### src/rtl/cypher_pkg.sv
// Shared definitions for the cypher link (emitter and detector).
// Holds the FSM state encoding, the digit width, default sizing and the
// filler masking helper used by the noise build of the emitter.
package cypher_pkg;

   typedef enum logic [1:0] {
      IDLE = 2'd0,
      FILL = 2'd1,
      SEND = 2'd2,
      DONE = 2'd3
   } cypher_state_e;

   localparam int DIGIT_W        = 4;
   localparam int DEFAULT_DIGITS = 4;
   localparam int DEFAULT_SUM_W  = 8;

   // A filler digit equal to the first cypher digit is inverted so the
   // detector can never begin a match inside the filler run.
   function automatic logic [DIGIT_W-1:0] maskFiller(
      input logic [DIGIT_W-1:0] filler,
      input logic [DIGIT_W-1:0] firstDigit
   );
      return (filler == firstDigit) ? ~filler : filler;
   endfunction

endpackage

### src/rtl/cypher_lfsr4.sv
// 4-bit Fibonacci LFSR, polynomial x^4+x^3+1, maximal length (period 15).
// Seeds to 4'b0001 on reset and advances only when step_i is high.
// next_o exposes the value the register will take on the next step.
module cypher_lfsr4 (
   input  logic       clock,
   input  logic       reset,
   input  logic       step_i,
   output logic [3:0] value_o,
   output logic [3:0] next_o
);

   logic [3:0] lfsr_q;

   assign next_o  = {lfsr_q[2:0], lfsr_q[3] ^ lfsr_q[2]};
   assign value_o = lfsr_q;

   // Hold the seed under reset, otherwise shift once per requested step.
   always_ff @(posedge clock) begin
      if (reset) begin
         lfsr_q <= 4'b0001;
      end else if (step_i) begin
         lfsr_q <= next_o;
      end
   end

endmodule

### src/rtl/cypher_emitter.sv
// Transmit side of the cypher link: serialises a loaded cypher into a
// least-significant-nibble-first digit stream with a valid/ready handshake,
// keeping a running digit sum that mirrors the detector.
// Optional feature: define CYPHER_EMITTER_NOISE_EN to add the FILL state,
// which sends gap_len LFSR filler digits ahead of the cypher.
module cypher_emitter
   import cypher_pkg::*;
#(
   parameter int DIGITS = DEFAULT_DIGITS,
   parameter int SUM_W  = DEFAULT_SUM_W,
   parameter int GAP_W  = 3
) (
   input  logic                  clock,
   input  logic                  reset,
   input  logic [4*DIGITS-1:0]   cypher_in,
   input  logic                  load,
   input  logic                  start,
   input  logic [GAP_W-1:0]      gap_len,
   input  logic                  num_ready,
   output logic [DIGIT_W-1:0]    num,
   output logic                  num_valid,
   output logic [SUM_W-1:0]      sum,
   output logic                  busy,
   output logic                  done
);

   localparam int CYPHER_W = DIGIT_W * DIGITS;
   localparam int IDX_W    = (DIGITS > 1) ? $clog2(DIGITS) : 1;
   localparam int CNT_W    = (IDX_W > GAP_W) ? IDX_W : GAP_W;

   cypher_state_e         state_q;
   logic [CYPHER_W-1:0]   cypher_q;
   logic [CNT_W-1:0]      cnt_q;
   logic [DIGIT_W-1:0]    num_q;
   logic                  numValid_q;
   logic [SUM_W-1:0]      sum_q;
   logic                  busy_q;
   logic                  done_q;

   logic                  accept;
   logic                  lastDigit;
   logic [CYPHER_W-1:0]   cypherEff;
   logic [DIGIT_W-1:0]    nextDigit_d;
   logic [SUM_W-1:0]      sum_d;

   assign accept    = numValid_q & num_ready;
   assign lastDigit = (cnt_q == CNT_W'(DIGITS - 1));
   assign cypherEff = load ? cypher_in : cypher_q;
   assign sum_d     = sum_q + SUM_W'(num_q);

`ifdef CYPHER_EMITTER_NOISE_EN
   logic [GAP_W-1:0]   gap_q;
   logic [DIGIT_W-1:0] lfsrValue;
   logic [DIGIT_W-1:0] lfsrNext;
   logic               lfsrStep;
   logic               lastFiller;

   assign lfsrStep   = (state_q == FILL) & accept;
   assign lastFiller = (cnt_q == (CNT_W'(gap_q) - CNT_W'(1)));

   cypher_lfsr4 u_lfsr (
      .clock   (clock),
      .reset   (reset),
      .step_i  (lfsrStep),
      .value_o (lfsrValue),
      .next_o  (lfsrNext)
   );
`else
   logic unusedGap;
   assign unusedGap = ^gap_len;
`endif

   // Pick the cypher digit that follows the one currently on the bus.
   always_comb begin
      nextDigit_d = DIGIT_W'(cypher_q >> (DIGIT_W * (int'(cnt_q) + 1)));
   end

   // Main FSM: capture, handshake-driven digit stepping, sum and done pulse.
   always_ff @(posedge clock) begin
      if (reset) begin
         state_q    <= IDLE;
         cypher_q   <= '0;
         cnt_q      <= '0;
         num_q      <= '0;
         numValid_q <= 1'b0;
         sum_q      <= '0;
         busy_q     <= 1'b0;
         done_q     <= 1'b0;
`ifdef CYPHER_EMITTER_NOISE_EN
         gap_q      <= '0;
`endif
      end else begin
         done_q <= 1'b0;
         case (state_q)
            IDLE: begin
               if (load) begin
                  cypher_q <= cypher_in;
               end
               if (start) begin
                  sum_q      <= '0;
                  cnt_q      <= '0;
                  numValid_q <= 1'b1;
                  busy_q     <= 1'b1;
`ifdef CYPHER_EMITTER_NOISE_EN
                  gap_q <= gap_len;
                  if (gap_len != '0) begin
                     state_q <= FILL;
                     num_q   <= maskFiller(lfsrValue, cypherEff[DIGIT_W-1:0]);
                  end else begin
                     state_q <= SEND;
                     num_q   <= cypherEff[DIGIT_W-1:0];
                  end
`else
                  state_q <= SEND;
                  num_q   <= cypherEff[DIGIT_W-1:0];
`endif
               end
            end
`ifdef CYPHER_EMITTER_NOISE_EN
            FILL: begin
               if (accept) begin
                  sum_q <= sum_d;
                  if (lastFiller) begin
                     state_q <= SEND;
                     cnt_q   <= '0;
                     num_q   <= cypher_q[DIGIT_W-1:0];
                  end else begin
                     cnt_q <= cnt_q + CNT_W'(1);
                     num_q <= maskFiller(lfsrNext, cypher_q[DIGIT_W-1:0]);
                  end
               end
            end
`endif
            SEND: begin
               if (accept) begin
                  sum_q <= sum_d;
                  if (lastDigit) begin
                     state_q    <= DONE;
                     numValid_q <= 1'b0;
                     done_q     <= 1'b1;
                  end else begin
                     cnt_q <= cnt_q + CNT_W'(1);
                     num_q <= nextDigit_d;
                  end
               end
            end
            DONE: begin
               state_q <= IDLE;
               busy_q  <= 1'b0;
            end
            default: begin
               state_q    <= IDLE;
               numValid_q <= 1'b0;
               busy_q     <= 1'b0;
            end
         endcase
      end
   end

   assign num       = num_q;
   assign num_valid = numValid_q;
   assign sum       = sum_q;
   assign busy      = busy_q;
   assign done      = done_q;

endmodule
### config.mk
export PLATFORM = sky130hd
export DESIGN_NAME = cypher_emitter
export DESIGN_NICKNAME = d
export VERILOG_FILES = /design/src/rtl/cypher_pkg.sv /design/src/rtl/cypher_lfsr4.sv /design/src/rtl/cypher_emitter.sv
export SDC_FILE = /design/constraint.sdc
export NUM_CORES = 1
export LEC_CHECK = 0
export CORE_UTILIZATION = 46
export DETAILED_ROUTE_END_ITERATION = 16
export PLACE_DENSITY = 0.74
export SYNTH_ARGS = -nofsm -noshare
export SYNTH_HDL_FRONTEND = slang
export SYNTH_SLANG_ARGS = --single-unit
export TNS_END_PERCENT = 30
### constraint.sdc
create_clock -name clock -period 3.9 [get_ports clock]
set_clock_uncertainty 0.05 [all_clocks]
set_input_delay 0.975 -clock clock [delete_from_list [all_inputs] [get_ports clock]]
set_output_delay 0.975 -clock clock [all_outputs]
set_load 0.05 [all_outputs]
# After elaboration in Yosys (flattened, before gate mapping)
# Index checks and enable logic that the tools add are counted.
# word_totals
word_cells,55
output_inout_bits,15
inputBits,24
reg_bits,36
# op_classes
bitwise,4
n_eq_ne,7
n_shift,1
n_reduce_logical,9
n_mux,22
add_sub_neg,3
# op_table
cell,n
4-bit two-way mux,4
8-bit two-way mux,2
8-bit case mux with 2 select lines,1
16-bit by 6-bit right shift with 4-bit output,1
3-bit two-way mux,3
8-bit by 4-bit adder with 8-bit output,1
"2-bit inequality test, second input constant",4
4-bit case mux with 2 select lines,1
4-bit AND reduction,2
2-bit two-way mux,3
3-bit case mux with 2 select lines,1
3-bit AND reduction,2
"3-bit by 1-bit adder with 4-bit output, second input constant",1
"2-bit == test, second input constant",2
1-bit two-way mux,4
2-bit case mux with 2 select lines,1
2-bit AND reduction,2
"3-bit by 1-bit adder with 3-bit output, second input constant",1
"3-bit by 2-bit == test with 1-bit output, second input constant",1
1-bit NOT,3
1-bit case mux with 3 select lines,1
3-bit OR reduction,1
2-bit zero test,1
1-bit case mux with 2 select lines,1
other kinds (2),2

# Longest topological paths before layout
# depth
depth_word,5
depth_mapped,7
ltp_nobuf,6

# Least setup slack after synthesis
# No wires, ideal clock.
# synth_timing
kind,input-to-reg
start,in start
end,"reg sum_q[7], in the netlist sum[7]"
arrival_time_ps,1953
setup_ps,70
path_buffers,0
t_required_ps,3780
stages,4
setup_slack_ps,1827
cell_sequence,nor3b_4 > nor2_4 > or4_1 > a21boi_1
# synth_between
elab_chain_cells,2
# synth_rtl
element,line,text
from (decl),cypher_emitter.sv:17,"input logic start,"
2-bit inequality test (no source line),--,
3-bit AND reduction (no source line),--,
to (signal assigned),cypher_emitter.sv:136,sum_q <= sum_d;
to (decl),cypher_emitter.sv:36,logic [SUM_W-1:0] sum_q;
# No other way between the ends.
# A chain may end at the register's enable or synchronous reset.

# Final worst setup path
# layout_timing
start,"reg num_q[1], in the netlist num[1]"
end,out num[1]
# layout_lines
element,line,text
from (decl),cypher_emitter.sv:34,logic [DIGIT_W-1:0] num_q;
from (signal assigned),cypher_emitter.sv:115,num_q <= cypherEff[DIGIT_W-1:0];
from (signal assigned),cypher_emitter.sv:143,num_q <= nextDigit_d;
to (decl),cypher_emitter.sv:20,"output logic [DIGIT_W-1:0] num,"
# No word-level cell between the ends.

==> run metrics <==
Mean Syn Cell Area 8.61 sq um; Largest stage delay, worst path about 0.84 ns; P per Cell Area 363 nW/um^2; post-synthesis cell count 198; RSZ-0062 raised after global routing false; Synth cell types 39; VDD IR max 0.239 mV; R2R Path Start cnt_q[1]$_SDFFE_PP0P_; Longest Clk Path Bufs 2; synth warn 0; CTS H-tree depth 2; final std cells w/o fill 276; Routed WL 3260 um; GRT Total Usage 18.5%; ANT nets after route 0; Setup TNS 0 ns; post-route cell area 2150 sq um; worst hold path type flip-flop to flip-flop; pin count of the biggest net entering global routing 20; Critical Path Stages 1; CTS root buffer clkbuf_8; critical path type flip-flop to primary output; Primary FF master, synth dfxtp_1; status finished, final reports clean; post-layout util a little over three fifths; vias in the first global route about 1400; Worst R2R End num[2]$_SDFFE_PP0P_; pre-CTS setup slack 1.13 ns; # hold bufs at CTS 0; TritonCTS buffer count 5; Worst EP arrival 1.56 ns; Area contributors post-synth dfxtp_1 42%, nand2_1 8.6%, a21oi_1 7.6%; Placed Cells incl. Taps 268; crit-path max FO 4; via count 1431; LEAKAGE 0.857 nW; Area after DPL 2060 sq um; GP Congestion 0.809; crit start category flip-flop; slowest stage cell, crit path clkdlybuf4s50_1; vias per cell a little over 5; multi-input logic area 912 sq um; Fill cells 326; max_cap viols 0; worst hold slack 0.406 ns; worst skew pair latency about 0.29 ns; PortBufs 35; antenna diode count 0; Worst Setup End Kind primary output; Slew Limit Headroom between 60% and 70%; area leader, netlist dfxtp_1; IO Pins 39; initial antenna violation count 0; Rows 21; Worst Reg-to-Reg Cells 6; Max Slew Vio Count 0; Hold Fails Final Rpt 0; CTS resizes 0; hpwl dp 2400 um; post-route worst setup slack 1.32 ns; CTS tree yes; CP endpoint num[1]; Buf/Inv on CP 1; worst path cell trace clkdlybuf4s50_1; TritonCTS Sinks 36; FF+latch count, synth 36; DRT iter0 DRCs 42; share of layout cells above drive strength 1 4.78%; Area growth syn-to-layout 26.0%; Design Power 0.779 mW; placeable core region 3440 sq um; register area share after synthesis 42.3%; Final nets between 200 and 300; grt ovf 0; crit path launch num[1]$_SDFFE_PP0P_; drt wl/cell 11.8 um; Starting Density 49.5%; Setup Buffers After CTS 0; EDFF count, synth 0; Clock Pin Slew Worst Setup and Hold Paths 0.07 ns; fraction of post-synthesis cell area in the top cell type by area 42.3%; Die ar. 3960 sq um; min Tclk post-route 2.58 ns; ys async rst share 0%; Fmax 387 MHz; Setup violations, final 0; Final period util approximately two thirds; Syn Std Cell Area ~1700 sq um; die height 62.9 um; DR DRC count 0; Worst-Margin Slew 0.533 ns; first-pass GRT wire length 5760 um; DR pass1 iterations 4; R2R Setup Slk about 2.0 ns; Post-Syn Nets between 200 and 250; required time of the critical path between 2 and 3 ns; Crit path max-delay family buffers and inverters; die span in x 62.9 um; register area 721 sq um
placed cells by master (no fill, tap or decap), types with 3 or more instances in the layout:
cell type / netlist / final
nand2_1: 39 / 39
nor2_1: 14 / 14
clkdlybuf4s50_1: 0 / 35
ha_1: 6 / 6
dfxtp_1: 36 / 36
a21oi_1: 26 / 26
nand3_1: 4 / 4
a22oi_1: 3 / 3
mux2i_1: 11 / 11
nor3_1: 5 / 5
clkbuf_8: 0 / 6
o21ai_0: 6 / 6
a32o_1: 5 / 5
where the power goes:
| group | total, mW | leakage [nW] | internal (mW) | switching (mW) |
|---|---|---|---|---|
| Sequential | 0.395 | 0.294 | 0.383 | 0.0119 |
| Clock | 0.274 | 0.0510 | 0.141 | 0.133 |
| Combinational | 0.111 | 0.512 | 0.0505 | 0.0607 |
| Total | 0.779 | 0.857 | 0.574 | 0.205 |
worst min-delay path by stage:
stage | start | endpoint | cells after the start
2_1_floorplan | cypher_q[0]$_SDFFE_PP0N_ | cypher_q[0]$_SDFFE_PP0N_ | 2
3_3_place_gp | cypher_q[3]$_SDFFE_PP0N_ | cypher_q[3]$_SDFFE_PP0N_ | 2
3_5_place_dp | cypher_q[0]$_SDFFE_PP0N_ | cypher_q[0]$_SDFFE_PP0N_ | 2
4_1_cts | cypher_q[0]$_SDFFE_PP0N_ | cypher_q[0]$_SDFFE_PP0N_ | 2
5_1_grt | cypher_q[2]$_SDFFE_PP0N_ | cypher_q[2]$_SDFFE_PP0N_ | 2
6_report | cypher_q[2]$_SDFFE_PP0N_ | cypher_q[2]$_SDFFE_PP0N_ | 2
cells by family (layout without fill, tap and decap cells):
kind of cell               Yosys count  after routing  share of synthesized area, %
AOI/OAI and AO/OA                   50             50                          18.3
xor gates and xnor gates             2              2                          1.03
adders and majority gates            7              7                          5.58
buffers and inverters               14             46                          4.26
DFF                                 36             36                          42.3
muxes                               11             11                          6.46
and+or+nand+nor                     78             78                          22.2
metal layers:
| metal | global-route usage (%) | part of all wire, % | vias up | wire (um) |
|---|---|---|---|---|
| met1 | 20.7 | 48 | 641 | 1560 |
| met2 | 32.3 | 47 | 27 | 1550 |
| met3 | 4.20 | 2.9 | 7 | 94 |
| met5 | 0 | 0 | - | 0 |
| li1 | - | - | 756 | - |
| met4 | 9.59 | 1.9 | 0 | 63 |
synthesized netlist by cell type (2+ instances only):
cell and number:
a21oi_1 26, o21ai_0 6, a32o_1 5, and2_1 2
dfxtp_1 36, nor3_1 5, mux2i_1 11, clkbuf_1 8
buf_6 2, inv_1 2, nand3_1 4, a211o_1 2
a21o_1 2, a22oi_1 3, nor2_1 14, nand2_1 39
and3_1 2, xnor2_1 2, ha_1 6, nand4b_1 2
registers in the layout (all words and copies together), names as in the netlist:
name and cells:
done 1, cnt_q 3, busy 1, num_valid 1, num 4, sum 8
state_q 2, cypher_q 16
area by class of cell:
type                    instances  share of cell area, %
well taps                      46                   2.68
clock buffers                   6                   3.84
inverters                       2                  0.349
flip-flops and latches         36                   33.5
multi-input cells             148                   42.5
repair buffers                 36                   16.7
clock inverters                 2                  0.466
No activity file was read; power rests on OpenSTA's default activity.
==> patch 1, RTL diff (same settings) <==
Reset style: asynchronous (`reset`), changed in one clocked block.
--- a/src/rtl/cypher_emitter.sv
+++ b/src/rtl/cypher_emitter.sv
@@ -76,7 +76,7 @@
    end
 
    // Main FSM: capture, handshake-driven digit stepping, sum and done pulse.
-   always_ff @(posedge clock) begin
+   always_ff @(posedge clock or posedge reset) begin
       if (reset) begin
          state_q    <= IDLE;
          cypher_q   <= '0;
Check against the original RTL: differs if reset is asserted again (counterexample within 4 cycles, from zero or initial values and one cycle with reset high); with reset held inactive, the same outputs for 4 cycles.
==> patch 1 against the original RTL <==
  * Area after synthesis rose by 5.6%
  * Largest cell class is now flip-flops and latches
  * First-iteration DRC count rose by 67%
  * Cell area up 5.8%
  * Via count down 14%
  * Worst setup slack better by 0.011 ns
  * Routed wire length rose by 1.8%
  * Count of clock-buffer cells in the layout grew 1
  * Critical path type unchanged
  * Synthesized cell count decreased by 24%
  * Highest routed layer unchanged
  * Sequential cell count stayed put
Power is not compared: it rests on default switching activity, and its combinational part moved more than twofold at a synthesized area within 25%.
==> patch 1: results (changes against the original RTL) <==
| Metric | Value |
|---|---|
| Clk pin slew, worst setup/hold paths | 0.07 ns (about the same) |
| Global-route wire length before repair | 5890 µm (+2.3%) |
| Filler Cell Count | 315 (-3.4%) |
| Slew HR | 65.9% (+1.4 points) |
| Routed wl met3 | 132 µm (+40%) |
| Status | finished, final reports clean |
| Dominant cells by area after synthesis | dfrtp_1, mux2_4, mux2i_1 |
| Syn nets | 181 (-21%) |
| ClkCell Share | 4.24% (-0.072 points) |
| Synth Instances | 150 (-24%) |
| Register area share after synthesis | 50.0% (+7.8 points) |
| Pre-CTS setup slack | 1.15 ns (+0.0216 ns) |
| Grt met1 use | 22.3% (+1.6 points) |
| Cell Area, Synth | 0.00180 mm² (+5.6%) |
| Initial drt markers | 70 (+67%) |
| Synth Area in XOR/XNOR | 0.486% (-0.54 points) |
| HPWL Detailed | 2500 µm (+4.1%) |
| Most common flop cell mapped by yosys | dfrtp_1 |
| Post-synthesis adder-cell area fraction | 5.28% (-0.29 points) |
| Inverters | 4 (+2) |
| Largest net degree at the start of global routing | 37 (+85%) |
| Async set-or-reset flop fraction in the synthesized netlist | 100% (+100 points) |
| #MultiIn Comb | 104 (-30%) |
| Data buffer area share | 15.7% (-0.92 points) |
| Fraction of final layout cells sized beyond drive strength 1 | 14.4% (+9.7 points) |
| Met1 Wirelength | 1490 µm (-4.2%) |
| Top cells by count, synth | dfrtp_1, nand2_1, mux2_4 |
| Cell count after placement | 228 (-15%) |
| Utilization after layout | 61.2% (-1.2 points) |
| Mux cell area share after synthesis | 17.1% (+11 points) |
| Final net count | 218 (-16%) |
| Yosys cell types | 41 (+5.1%) |
| Final WL | 3320 µm (+1.8%) |
| GR Util met2 | 32.8% (+0.51 points) |
| Fraction of area in multi-input gates | 37.1% (-5.4 points) |
| Met2 Routed Length | 1690 µm (+8.9%) |
| Synth Area in Compound Gates | 13.7% (-4.6 points) |
| Area after DPL | 0.00218 mm² (+5.9%) |
| GR met3 Demand/Resource | 5.81% (+1.6 points) |
| Tot GR Track Use | 18.8% (+0.31 points) |
| Vias in the first global route | 1270 (-6.9%) |
patch 1: changes by cell type after synthesis, moves of 7 or more:
| cell | unedited run | this run |
|---|---|---|
| dfrtp_1 | 0 | 36 |
| dfxtp_1 | 36 | 0 |
| nand2_1 | 39 | 12 |
| a21oi_1 | 26 | 6 |
| mux2_4 | 0 | 10 |
| nor2_1 | 14 | 6 |
| clkbuf_1 | 8 | 1 |
patch 1: worst paths after layout:
check / from / to / slack [ns] / cells after the start
setup / recovery: num[1]$_DFFE_PP0P_ / num[1] / 1.33 / 1
hold / removal: sum[7]$_DFFE_PP0P_ / sum[7]$_DFFE_PP0P_ / 0.43 / 1
setup reg to reg: num[0]$_DFFE_PP0P_ / sum[4]$_DFFE_PP0P_ / 1.93 / 6
hold reg to reg: sum[7]$_DFFE_PP0P_ / sum[7]$_DFFE_PP0P_ / 0.43 / 1
max in group asynchronous: reset / cypher_q[0]$_DFFE_PP0N_ / 2.43 / 3
min in group asynchronous: reset / sum[3]$_DFFE_PP0P_ / 1.05 / 3
==> patch 2, RTL diff (same settings) <==
Made on the original files. Change the package constant `DEFAULT_DIGITS` from 4 to 8.
--- a/src/rtl/cypher_pkg.sv
+++ b/src/rtl/cypher_pkg.sv
@@ -11,7 +11,7 @@
    } cypher_state_e;
 
    localparam int DIGIT_W        = 4;
-   localparam int DEFAULT_DIGITS = 4;
+   localparam int DEFAULT_DIGITS = 8;
    localparam int DEFAULT_SUM_W  = 8;
 
    // A filler digit equal to the first cypher digit is inverted so the
Interface: changed (resized cypher_in); port bits go from 39 to 55. The function was not compared with the original's and may differ.
==> patch 2 against the original RTL <==
  * Cell area increased by 41%
  * Area after synthesis up 41%
  * Synthesized cell count grew 45%
  * Worst setup slack improved by 0.0026 ns
  * Total power increased by 39%
  * Critical path depth is the same
  * Routed wire length is 58% higher
  * Sequential cell count grew 16
  * Critical path type unchanged
==> patch 2: results (changes against the original RTL) <==
| Metric | Value |
|---|---|
| Status | finished, final reports clean |
| Async set-or-reset flop fraction in the synthesized netlist | 0% (unchanged) |
| HPWL Detailed | 3750 µm (+56%) |
| Later-pin clock latency in the skew report | 0.29 ns (about the same) |
| Initial antenna violation count | 0 (unchanged) |
| Initial drt markers | 68 (+62%) |
| Max reg flops | 32 (+16) |
| HP Class | flip-flop to flip-flop |
| Top cells by count, synth | nand2_1, dfxtp_1, a21oi_1 |
| Dominant cells by area after synthesis | dfxtp_1, nand2_1, a21oi_1 |
| Mux cell area share after synthesis | 5.84% (-0.61 points) |
| CTS Buffer Depth | 2 (unchanged) |
| Yosys cell types | 43 (+10%) |
| Largest net degree at the start of global routing | 33 (+65%) |
| Clk pin slew, worst setup/hold paths | 0.09 ns (+0.02 ns) |
| Tot GR Track Use | 19.7% (+1.3 points) |
| Vias in the first global route | 1826 (+34%) |
| ANT cells | 0 (unchanged) |
| Filler Cell Count | 470 (+44%) |
| Routed wire length per instance | 12.9 µm (+9.4%) |
| Crit path arrival time | 1.56 ns (about the same) |
| Root Driver | clkbuf_8 |
| Most common flop cell mapped by yosys | dfxtp_1 |
| Num CTS Buffers | 5 (unchanged) |
| Final net count | 378 (+45%) |
| Synthesis Warnings | 0 (unchanged) |
| Pre-CTS setup slack | 1.09 ns (-0.0363 ns) |
| Synth Area in XOR/XNOR | 0.730% (-0.30 points) |
| Fin cells | 399 (+45%) |
| Global-route wire length before repair | 8400 µm (+46%) |
| Worst vdd ir | 0.226 mV (-5.6%) |
| P_leak | 1.12 nW (+31%) |
| H-Tree Level Count | 2 (unchanged) |
| Syn nets | 335 (+46%) |
| CTS resizes | 0 (unchanged) |
| Crit-path leading delay family | buffers and inverters |
| PortBufs | 51 (+46%) |
| TritonRoute pass-1 iters | 4 (unchanged) |
| CP max FO | 4 (unchanged) |
| Crit path largest cell delay | 0.84 ns (about the same) |
| Fraction of final layout cells sized beyond drive strength 1 | 5.12% (+0.34 points) |
| Slew HR | 33.6% (-31 points) |
| # Post-CTS Setup Buffers | 0 (unchanged) |
| CP max-delay cell | clkdlybuf4s50_1 |
| Register area share after synthesis | 43.4% (+1.1 points) |
| Cell count after placement | 391 (+46%) |
| Synth Area in Compound Gates | 18.3% (about the same) |
| Largest Register | cypher_q |
| Vias | 2053 (+43%) |
| Final Wtd Congestion | 0.830 (+2.6%) |
| Area after DPL | 0.00293 mm² (+42%) |
| Synth Instances | 288 (+45%) |
| Post-synthesis adder-cell area fraction | 3.96% (-1.6 points) |
## patch 2: cell types whose count changed after synthesis, sizes merged, moves of 4 or more
cell	delta
o221ai	+4
nand3b	+4
a22oi	+6
dfxtp	+16
buf	+5
nand2	+37
a32o	-4
a21oi	+12
o2111ai	+4
## patch 2: per-layer routing
layer	vias to the layer above	GRT usage, %	wire length, µm
met2	36	30.5	2380
met4	0	5.45	62
li1	1088	-	-
met3	4	4.07	120
met1	925	28.0	2600
met5	-	0	0
## patch 2: per-stage QoR
step | total power, mW | utilization, %
floorplan | 0.670 | -
global placement | 0.731 | 60.0
detailed placement | 0.734 | 60.0
CTS | 1.09 | 62.2
global route | 1.13 | 62.2
finish | 1.08 | 62.2
## patch 2: final timing paths
check                                start                       end  slack (ns)  cells after the start
setup / recovery       num[1]$_SDFFE_PP0P_                    num[1]        1.32                      1
hold / removal    cypher_q[4]$_SDFFE_PP0P_  cypher_q[4]$_SDFFE_PP0P_        0.41                      2
setup reg to reg     cnt_q[1]$_SDFFE_PP0P_     cnt_q[1]$_SDFFE_PP0P_        1.79                      6
hold reg to reg   cypher_q[4]$_SDFFE_PP0P_  cypher_q[4]$_SDFFE_PP0P_        0.41                      2
## patch 2: final cells by class
type | instances | area, µm² | area share (%)
Multi-Input combinational cell | 215 | 1260 | 41.4
Sequential cell | 52 | 1040 | 34.3
Timing Repair Buffer | 54 | 533 | 17.6
Tap cell | 67 | 83.8 | 2.76
Clock buffer | 6 | 72.6 | 2.39
Clock inverter | 2 | 35.0 | 1.15
Inverter | 3 | 11.3 | 0.371
## patch 2: where the power goes
group,total (mW),internal (mW),switching [mW]
Sequential,0.571,0.555,0.0167
Combinational,0.149,0.0699,0.0795
Clock,0.359,0.191,0.169
